`config.mk`:
```
export PLATFORM = sky130hd
export DESIGN_NAME = isolde_rf_write_arbiter
export DESIGN_NICKNAME = d
export VERILOG_FILES = /design/src/rtl/isolde_rf_write_arbiter.sv
export SDC_FILE = /design/constraint.sdc
export NUM_CORES = 1
export LEC_CHECK = 0
export ABC_CLOCK_PERIOD_IN_PS = 3100
export CORE_AREA = 2 2 231 233
export DETAILED_ROUTE_END_ITERATION = 7
export DIE_AREA = 0 0 233 235
export GPL_TIMING_DRIVEN = 0
export MAX_ROUTING_LAYER = met4
export PLACE_DENSITY = 0.47
export REMOVE_ABC_BUFFERS = 1
export SYNTH_ARGS = -nofsm -noshare
export SYNTH_HDL_FRONTEND = slang
export SYNTH_SLANG_ARGS = --single-unit
```
`constraint.sdc`:
```
create_clock -name clk_i -period 3.1 [get_ports clk_i]
set_clock_uncertainty 0.1 [all_clocks]
set_input_delay 0.31 -clock clk_i [delete_from_list [all_inputs] [get_ports clk_i]]
set_output_delay 0.31 -clock clk_i [all_outputs]
set_load 0.05 [all_outputs]
```
`src/rtl/isolde_rf_write_arbiter.sv`:
```
// Round-robin arbiter for the single register-file write port, plus the
// destination scoreboard the decoder uses to stall on busy registers.
module isolde_rf_write_arbiter #(
    parameter int NumReq    = 3,
    parameter int AddrWidth = 5,
    parameter int DataWidth = 128
) (
    input  logic                          clk_i,
    input  logic                          rst_ni,
    input  logic [NumReq-1:0]             req_valid_i,
    input  logic [NumReq*AddrWidth-1:0]   req_addr_i,
    input  logic [NumReq*DataWidth-1:0]   req_data_i,
    output logic [NumReq-1:0]             req_ready_o,
    input  logic                          claim_valid_i,
    input  logic [AddrWidth-1:0]          claim_addr_i,
    output logic                          claim_ready_o,
    input  logic [2*AddrWidth-1:0]        chk_addr_i,
    output logic [1:0]                    chk_busy_o,
    input  logic                          flush_i,
    output logic                          rf_we_o,
    output logic [AddrWidth-1:0]          rf_waddr_o,
    output logic [DataWidth-1:0]          rf_wdata_o,
    output logic [2**AddrWidth-1:0]       busy_o
);

    localparam int PtrW    = (NumReq > 1) ? $clog2(NumReq) : 1;
    localparam int NumRegs = 2**AddrWidth;

    logic [PtrW-1:0]      rr_ptr;
    logic [PtrW-1:0]      win;
    logic [PtrW-1:0]      win_next;
    logic [PtrW:0]        scan;
    logic                 found;
    logic                 xfer;
    logic [NumRegs-1:0]   busy_q;
    logic [NumRegs-1:0]   busy_d;

    logic [AddrWidth-1:0] addr_arr [NumReq];
    logic [DataWidth-1:0] data_arr [NumReq];

    for (genvar g = 0; g < NumReq; g++) begin : g_unpack
        assign addr_arr[g] = req_addr_i[g*AddrWidth +: AddrWidth];
        assign data_arr[g] = req_data_i[g*DataWidth +: DataWidth];
    end

    // Scan rr_ptr, rr_ptr+1, ... modulo NumReq and take the first valid requester.
    always_comb begin
        // NOTE: every variable gets a default first so no path leaves it unassigned (no latch).
        scan        = '0;
        found       = 1'b0;
        win         = '0;
        req_ready_o = '0;
        for (int k = 0; k < NumReq; k++) begin
            scan = {1'b0, rr_ptr} + (PtrW+1)'(k);
            if (scan >= (PtrW+1)'(NumReq)) scan = scan - (PtrW+1)'(NumReq);
            if (!found && req_valid_i[scan[PtrW-1:0]]) begin
                found = 1'b1;
                win   = scan[PtrW-1:0];
            end
        end
        if (found && rst_ni && !flush_i) req_ready_o[win] = 1'b1;
    end

    assign xfer     = |req_ready_o;
    assign win_next = (win == PtrW'(NumReq-1)) ? '0 : win + 1'b1;

    always_ff @(posedge clk_i or negedge rst_ni) begin
        if (!rst_ni) begin
            // NOTE: sequential state uses non-blocking assignments so all flops update together.
            rf_we_o    <= 1'b0;
            rf_waddr_o <= '0;
            rf_wdata_o <= '0;
            rr_ptr     <= '0;
        end else begin
            rf_we_o <= xfer;
            if (xfer) begin
                rf_waddr_o <= addr_arr[win];
                rf_wdata_o <= data_arr[win];
                rr_ptr     <= win_next;
            end
        end
    end

    assign claim_ready_o = rst_ni & claim_valid_i & ~busy_q[claim_addr_i] & ~flush_i;

    // The clear of a completing write is applied first so a same-edge claim wins.
    always_comb begin
        busy_d = busy_q;
        if (rf_we_o)       busy_d[rf_waddr_o]   = 1'b0;
        if (claim_ready_o) busy_d[claim_addr_i] = 1'b1;
        if (flush_i)       busy_d               = '0;
    end

    always_ff @(posedge clk_i or negedge rst_ni) begin
        // NOTE: the scoreboard is a flop vector, not a RAM, so it is reset to "nothing busy".
        if (!rst_ni) busy_q <= '0;
        else         busy_q <= busy_d;
    end

    assign busy_o        = busy_q;
    assign chk_busy_o[0] = busy_q[chk_addr_i[0 +: AddrWidth]];
    assign chk_busy_o[1] = busy_q[chk_addr_i[AddrWidth +: AddrWidth]];

endmodule

```
==> results of run 1 <==
routing by layer:
layer / vias to the layer above / track usage / share of wire / wire length, µm
li1: 5527 / - / - / -
met1: 6417 / 0.257 / 0.39 / 24500
met2: 615 / 0.368 / 0.49 / 30500
met3: 92 / 0.0727 / 0.088 / 5510
met4: 0 / 0.0982 / 0.036 / 2290
met5: - / - / 0 / 0
registers in the layout, summed over array words and instances, names as in the netlist:
signal      cells
rf_we_o         1
busy_o         32
rf_waddr_o      5
rr_ptr          2
rf_wdata_o    128
critical path, stage by stage (launching register included):
cell and delay (ns):
dfrtp_1 0.44, ha_4 0.34, and2b_1 0.24, a22o_4 0.28, a21o_4 0.24, or2_4 0.26, nor3_4 0.16, buf_6 0.19
worst paths after layout:
kind,startpoint,end,depth (start not counted)
hold reg to reg,rf_wdata_o[68],rf_wdata_o[68],2
max in group asynchronous,rst_ni,rf_wdata_o[25],3
setup reg to reg,rr_ptr[1],rf_wdata_o[64],8
setup / recovery,rr_ptr[1],req_ready_o[1],7
hold / removal,req_data_i[48],rf_wdata_o[48],3
min in group asynchronous,rst_ni,rf_wdata_o[115],3
layout make-up:
| type | instances | area [µm²] | area share |
|---|---|---|---|
| clock buffer | 18 | 439 | 0.0235 |
| antenna | 11 | 27.5 | 0.00147 |
| tap | 688 | 861 | 0.0460 |
| timing repair buffer | 650 | 6910 | 0.369 |
| sequential | 168 | 4200 | 0.225 |
| clock inverter | 14 | 148 | 0.00789 |
| multi-input combinational | 761 | 6100 | 0.326 |
| inverter | 6 | 22.5 | 0.00120 |
kinds of logic (layout without fill, tap and decap cells):
logic type               after synthesis  after routing
other                                  0             11
AND/OR/NAND/NOR                      119            119
flip-flops                           168            168
AO/OA/AOI/OAI                        597            601
multiplexers                          37             37
buffers and inverters                156            688
adder cells (fa/ha/maj)                4              4
power groups by stage:
| stage | Combinational, mW | Clock [mW] | Sequential (mW) |
|---|---|---|---|
| 3_5_place_dp | 12.5 | 0 | 3.73 |
| 2_1_floorplan | 3.60 | 0 | 6.63 |
| 4_1_cts | 12.8 | 2.41 | 3.72 |
| 6_report | 13.1 | 2.30 | 3.72 |
| 5_1_grt | 13.6 | 2.46 | 3.82 |
| 3_3_place_gp | 10.3 | 0 | 3.73 |
synth_stat cells (all sizes together):
| cell type | number |
|---|---|
| dfrtp | 168 |
| o21ai | 167 |
| a21oi | 141 |
| a311oi | 134 |
| o32ai | 134 |
| clkbuf | 99 |
| buf | 51 |
| nand2 | 33 |
| mux4 | 28 |
| nand3b | 24 |
| nor2b | 13 |
| nand2b | 8 |
| nand3 | 8 |
| nor2 | 8 |
| o31ai | 8 |
| inv | 6 |
| mux2 | 6 |
| nor3 | 5 |
| nor3b | 5 |
| ha | 4 |
| or3 | 4 |
| mux2i | 3 |
| or2 | 3 |
| a22oi | 2 |
| a31oi | 2 |
| and3 | 2 |
| and3b | 2 |
| nand4 | 2 |
| o22ai | 2 |
| a21o | 1 |
| a22o | 1 |
| a311o | 1 |
| and2b | 1 |
| o211a | 1 |
| o22a | 1 |
| o32a | 1 |
| o41ai | 1 |
| or3b | 1 |
through the flow:
| stage | worst slack [ns] | util | setup TNS, ns | hold slack, ns | total power, mW |
|---|---|---|---|---|---|
| 2_1_floorplan | -5.46 | - | -750.21 | -0.0856 | 10.2 |
| 3_3_place_gp | -32.59 | 0.324 | -5672.71 | 0.438 | 14.0 |
| 3_5_place_dp | -1.33 | 0.340 | -85.98 | 0.302 | 16.2 |
| 4_1_cts | -0.0694 | 0.355 | -0.0694 | 0.208 | 19.0 |
| 5_1_grt | -0.0498 | 0.358 | -0.0842 | 0.244 | 19.9 |
| 6_report | 0.0373 | 0.358 | 0 | 0.266 | 19.1 |
repair_timing:
item	4_1_cts	5_1_grt
endpoints found under the hold margin	85	0
gates cloned	4	2
setup buffers	10	8
resized for setup	50	12
hold buffers	2	0
pin swaps	8	3
endpoints found under the setup margin	109	82
==> flow_summary_export.csv, run 1 <==
group,metric,value,unit
run_status,status,"finished, final reports clean",
placed_design,dp_hpwl,43500,µm
detailed_routing,first_pass_iters,5,
cells_and_area,nFillCells,5338,
cells_and_area,post_layout_nonfiller_instances,2316,
global_routing,overflow,0,
critical_path,r2r_setup_slack,0.08,ns
die,core_area,0.0522,mm²
synthesis,synth_warnings,0,
timing,hold_violations,0,
global_routing,first_global_vias,13200,
power_and_ir_drop,combinationalPowerShare,0.685,
cells_and_area,nets,2029,
cells_and_area,area_growth,72.6,%
hold_path,hold_class,"primary input to register",
detailed_routing,final_antenna_net_count,0,
cts,htree_levels,4,
synthesis,synthXorXnorAreaFrac,0,
die,ios,593,
timing,min_period,3.06,ns
synthesis,netlist_area,0.0108,mm²
synthesis,seq_area_frac_synth,0.388,
timing,slew-limit-headroom,0.442,
die,die_h,235,µm
placed_design,dpl_cell_area,0.0178,mm²
critical_path,crit_fanout,8,
global_routing,antenna_found_initial,10,
power_and_ir_drop,cellPowerDensity,1020,mW/mm²
power_and_ir_drop,p_seq_frac,0.195,
cts,cts_sinks,168,
cts,cts-root-buf,"clkbuf_16",
cts,cts_made_buffers,17,
synthesis,synth-compound-area-share,0.413,
cells_and_area,design_area,0.0187,mm²
synthesis,yosys.area.top_type,"dfrtp_1",
timing,max_slew.worst_pin.slew,0.837,ns
global_routing,track_usage,0.228,
cts,cts_tree,"done",
detailed_routing,viasPerCell,5.46,
synthesis,avgSynthCellArea,10.0,µm²
timing,max_freq,327,MHz
cts,clk_pin_slew,0.08,ns
timing,rsz0062_at_grt,"yes",
synthesis,synth.distinct_cells,49,
synthesis,synthSimpleGateAreaFrac,0.0621,
cells_and_area,final_common_cell,"clkdlybuf4s50_1",
flow_run,cap_violations,0,
synthesis,muxShareOfSynthArea,0.0675,
power_and_ir_drop,leakagePower,6.37,nW
synthesis,synthTopCellsByArea,"dfrtp_1 (39%), o32ai_1 (11%), a311oi_2 (8.2%)",
detailed_routing,wl,62800,µm
power_and_ir_drop,clockPowerShare,0.120,
cells_and_area,drive_gt1_frac,0.137,
power_and_ir_drop,switching_share,0.542,
critical_path,critPathKind,"register to primary output",
die,start_util,0.208,
synthesis,synth_seq_cells,168,
timing,maxSlewViolCount,0,
power_and_ir_drop,vdd_drop_max,0.630,mV
critical_path,cp.required,2.69,ns
detailed_routing,wl_per_cell,27.1,µm
power_and_ir_drop,internal_power,8.75,mW
cells_and_area,layout_common_cells,"clkdlybuf4s50_1 (578), dfrtp_1 (168), o21ai_0 (149), a21oi_1 (141), o32ai_1 (134)",
critical_path,crit_arrival,2.65,ns
timing,post-route-period-util,0.988,
placed_design,io_buffer_count,592,
placed_design,placed_cells,2247,
die,die_w,233,µm
detailed_routing,drc,0,
detailed_routing,vias,12700,
power_and_ir_drop,switchingPower,10.3,mW
global_routing,grt_pass1_wl,89400,µm
cts,clk_path_buf_depth,2,
synthesis,synth_top_area_frac,0.388,
global_routing,grt_max_degree,86,
placed_design,gp_congestion,0.864,
synthesis,syn-instance-count,1081,
timing,final-setup-viol-count,0,
critical_path,endpoint_kind,"primary output",
synthesis,synth_top_family_by_area,"compound AO/OA/AOI/OAI gates",
detailed_routing,drt_iter0_markers,769,
cts,clock_latency,0.49,ns
synthesis,synthAdderAreaFrac,0.00461,
die,die_area,0.0548,mm²
critical_path,cp-start-kind,"register",
die,num_rows,84,
Note: power is estimated with default switching activity, not from simulation.
==> inputs of run 2 (changes only) <==
--- a/config.mk
+++ b/config.mk
@@ -5,7 +5,7 @@
 export SDC_FILE = /design/constraint.sdc
 export NUM_CORES = 1
 export LEC_CHECK = 0
-export ABC_CLOCK_PERIOD_IN_PS = 3100
+export ABC_CLOCK_PERIOD_IN_PS = 3200
 export CORE_AREA = 2 2 231 233
 export DETAILED_ROUTE_END_ITERATION = 7
 export DIE_AREA = 0 0 233 235
==> constraint.sdc (replaced) <==
create_clock -name clk_i -period 3.2 [get_ports clk_i]
set_clock_uncertainty 0.1 [all_clocks]
set_input_delay 0.32 -clock clk_i [delete_from_list [all_inputs] [get_ports clk_i]]
set_output_delay 0.32 -clock clk_i [all_outputs]
set_load 0.05 [all_outputs]
==> run 2 against run 1 <==
Setup slack better by 0.034 ns. Sequential cell count stayed put. Global-route usage hardly changed. Core utilization hardly changed. Die area stayed put. Critical path depth stayed put. Largest power group unchanged. Highest routed layer unchanged.
==> flow_summary_export.csv, run 2 (synthesis results as in run 1) <==
group,metric,value,unit
critical_path,cp.buffers_inverters,1,
cts,htree_levels,4,
timing,max_freq,320,MHz
global_routing,grt_max_degree,86,
cells_and_area,largest_reg_flops,128,
critical_path,r2r_setup_slack,0.15,ns
die,die_w,233,µm
die,start_util,0.208,
power_and_ir_drop,leakagePower,6.38,nW
cts,clock_latency,0.49,ns
critical_path,critPathKind,"register to primary output",
detailed_routing,drc,0,
timing,min_period,3.13,ns
critical_path,cp-start-kind,"register",
cts,clk_pin_slew,0.08,ns
hold_path,hold_class,"primary input to register",
hold_path,hold_start,"req_data_i[32]",
detailed_routing,first_pass_iters,5,
die,num_rows,84,
critical_path,crit_fanout,6,
cts,cts_sinks,168,
critical_path,reg2reg_to,"rf_wdata_o[57]",
cells_and_area,area_growth,72.4,%
critical_path,crit_chain,"ha_4, and2b_1, a22o_4, a21o_4, or2_4, nor3_4, buf_6",
critical_path,endpoint_kind,"primary output",
die,core_area,0.0522,mm²
critical_path,cp.required,2.78,ns
timing,max_slew.worst_pin.slew,0.845,ns
cells_and_area,design_area,0.0187,mm²
critical_path,cpMaxStageDelayCell,"dfrtp_1",
cells_and_area,drive_gt1_frac,0.135,
flow_run,cap_violations,0,
die,ios,593,
power_and_ir_drop,total_power,18.5,mW
timing,maxSlewViolCount,0,
die,die_h,235,µm
critical_path,cpPeakStageDelay,0.44,ns
detailed_routing,vias,12700,
detailed_routing,drt_iter0_markers,777,
placed_design,dp_hpwl,43500,µm
critical_path,crit_arrival,2.71,ns
detailed_routing,viasPerCell,5.47,
run_status,status,"finished, final reports clean",
critical_path,r2r-start,"rr_ptr[0]",
placed_design,dpl_cell_area,0.0178,mm²
timing,hold_violations,0,
detailed_routing,wl_per_cell,27.1,µm
cells_and_area,layout_common_cells,"clkdlybuf4s50_1 (578), dfrtp_1 (168), o21ai_0 (149), a21oi_1 (141), o32ai_1 (134)",
critical_path,reg2reg_depth,11,
cts,clk_path_buf_depth,2,
global_routing,overflow,0,
critical_path,path_delay_family,"simple AND/OR/NAND/NOR gates",
die,die_area,0.0548,mm²
hold_path,whs_endpoint,"rf_wdata_o[32]",
timing,post-route-period-util,0.978,
cts,cts-root-buf,"clkbuf_16",
placed_design,gp_congestion,0.864,
placed_design,io_buffer_count,592,
timing,rsz0062_at_grt,"yes",
timing,final-setup-viol-count,0,
timing,slew-limit-headroom,0.437,
detailed_routing,wl,62800,µm
global_routing,antenna_found_initial,10,
global_routing,grt_pass1_wl,89300,µm
cells_and_area,nets,2030,
power_and_ir_drop,vdd_drop_max,0.680,mV
cells_and_area,final_common_cell,"clkdlybuf4s50_1",
hold_path,whs_path_depth,3,
cts,cts_tree,"done",
global_routing,track_usage,0.227,
power_and_ir_drop,cellPowerDensity,990,mW/mm²
cells_and_area,top_register,"rf_wdata_o",
detailed_routing,final_antenna_net_count,0,
cts,cts_made_buffers,17,
global_routing,first_global_vias,13100,
## run 2: worst max-delay path by stage
stage | start | endpoint | slack [ns] | cells after the start
global placement | rst_ni | rf_we_o | -32.50 | 3
floorplan | flush_i | rf_waddr_o[0] | -5.37 | 4
global route | rr_ptr[1] | req_ready_o[1] | -0.03 | 8
CTS | rr_ptr[0] | req_ready_o[1] | -0.04 | 8
finish | rr_ptr[1] | req_ready_o[1] | 0.07 | 7
detailed placement | flush_i | req_ready_o[1] | -1.25 | 6
## run 2: power breakdown
part           switching (mW)  internal, mW
registers               0.620          2.98
clock network            1.05          1.17
logic                    8.36          4.32
total                    10.0          8.48
## run 2: worst min-delay path: stages
cell,delay [ns]
clkdlybuf4s50_1,0.39
o21ai_0,0.07
a21oi_1,0.06
## run 2: final cells by class
| class | count | area [µm²] |
|---|---|---|
| diodes | 12 | 30.0 |
| clock inverters | 14 | 148 |
| well taps | 688 | 861 |
| multi-input cells | 761 | 6080 |
| repair buffers | 651 | 6910 |
| flip-flops and latches | 168 | 4200 |
| clock buffers | 18 | 439 |
| inverters | 6 | 22.5 |
| fillers | 5346 | 33500 |
## run 2: per-layer routing
layer	global-route usage	vias up	wire length, µm
met5	-	-	0
met4	0.0986	0	2390
met3	0.0727	94	5340
met2	0.366	582	30400
met1	0.259	6474	24700
li1	-	5528	-
## run 2: per-stage QoR
stage	worst slack, ns	TNS (ns)	instances	utilization	hold slack (ns)
6_report	0.0716	0	2318	0.358	0.272
5_1_grt	-0.0255	-0.0255	2317	0.358	0.254
4_1_cts	-0.0368	-0.0368	2293	0.355	0.218
3_5_place_dp	-1.25	-73.26	2247	0.340	0.312
3_3_place_gp	-32.50	-5641.99	2211	0.324	0.438
2_1_floorplan	-5.37	-737.73	931	-	-0.0756
## run 2: timing repair
action	in CTS	in global routing
resized for setup	42	12
hold buffers	2	0
gates cloned	4	2
pin swaps	6	5
setup buffers	8	11
endpoints found under the setup margin	83	75
endpoints found under the hold margin	85	0
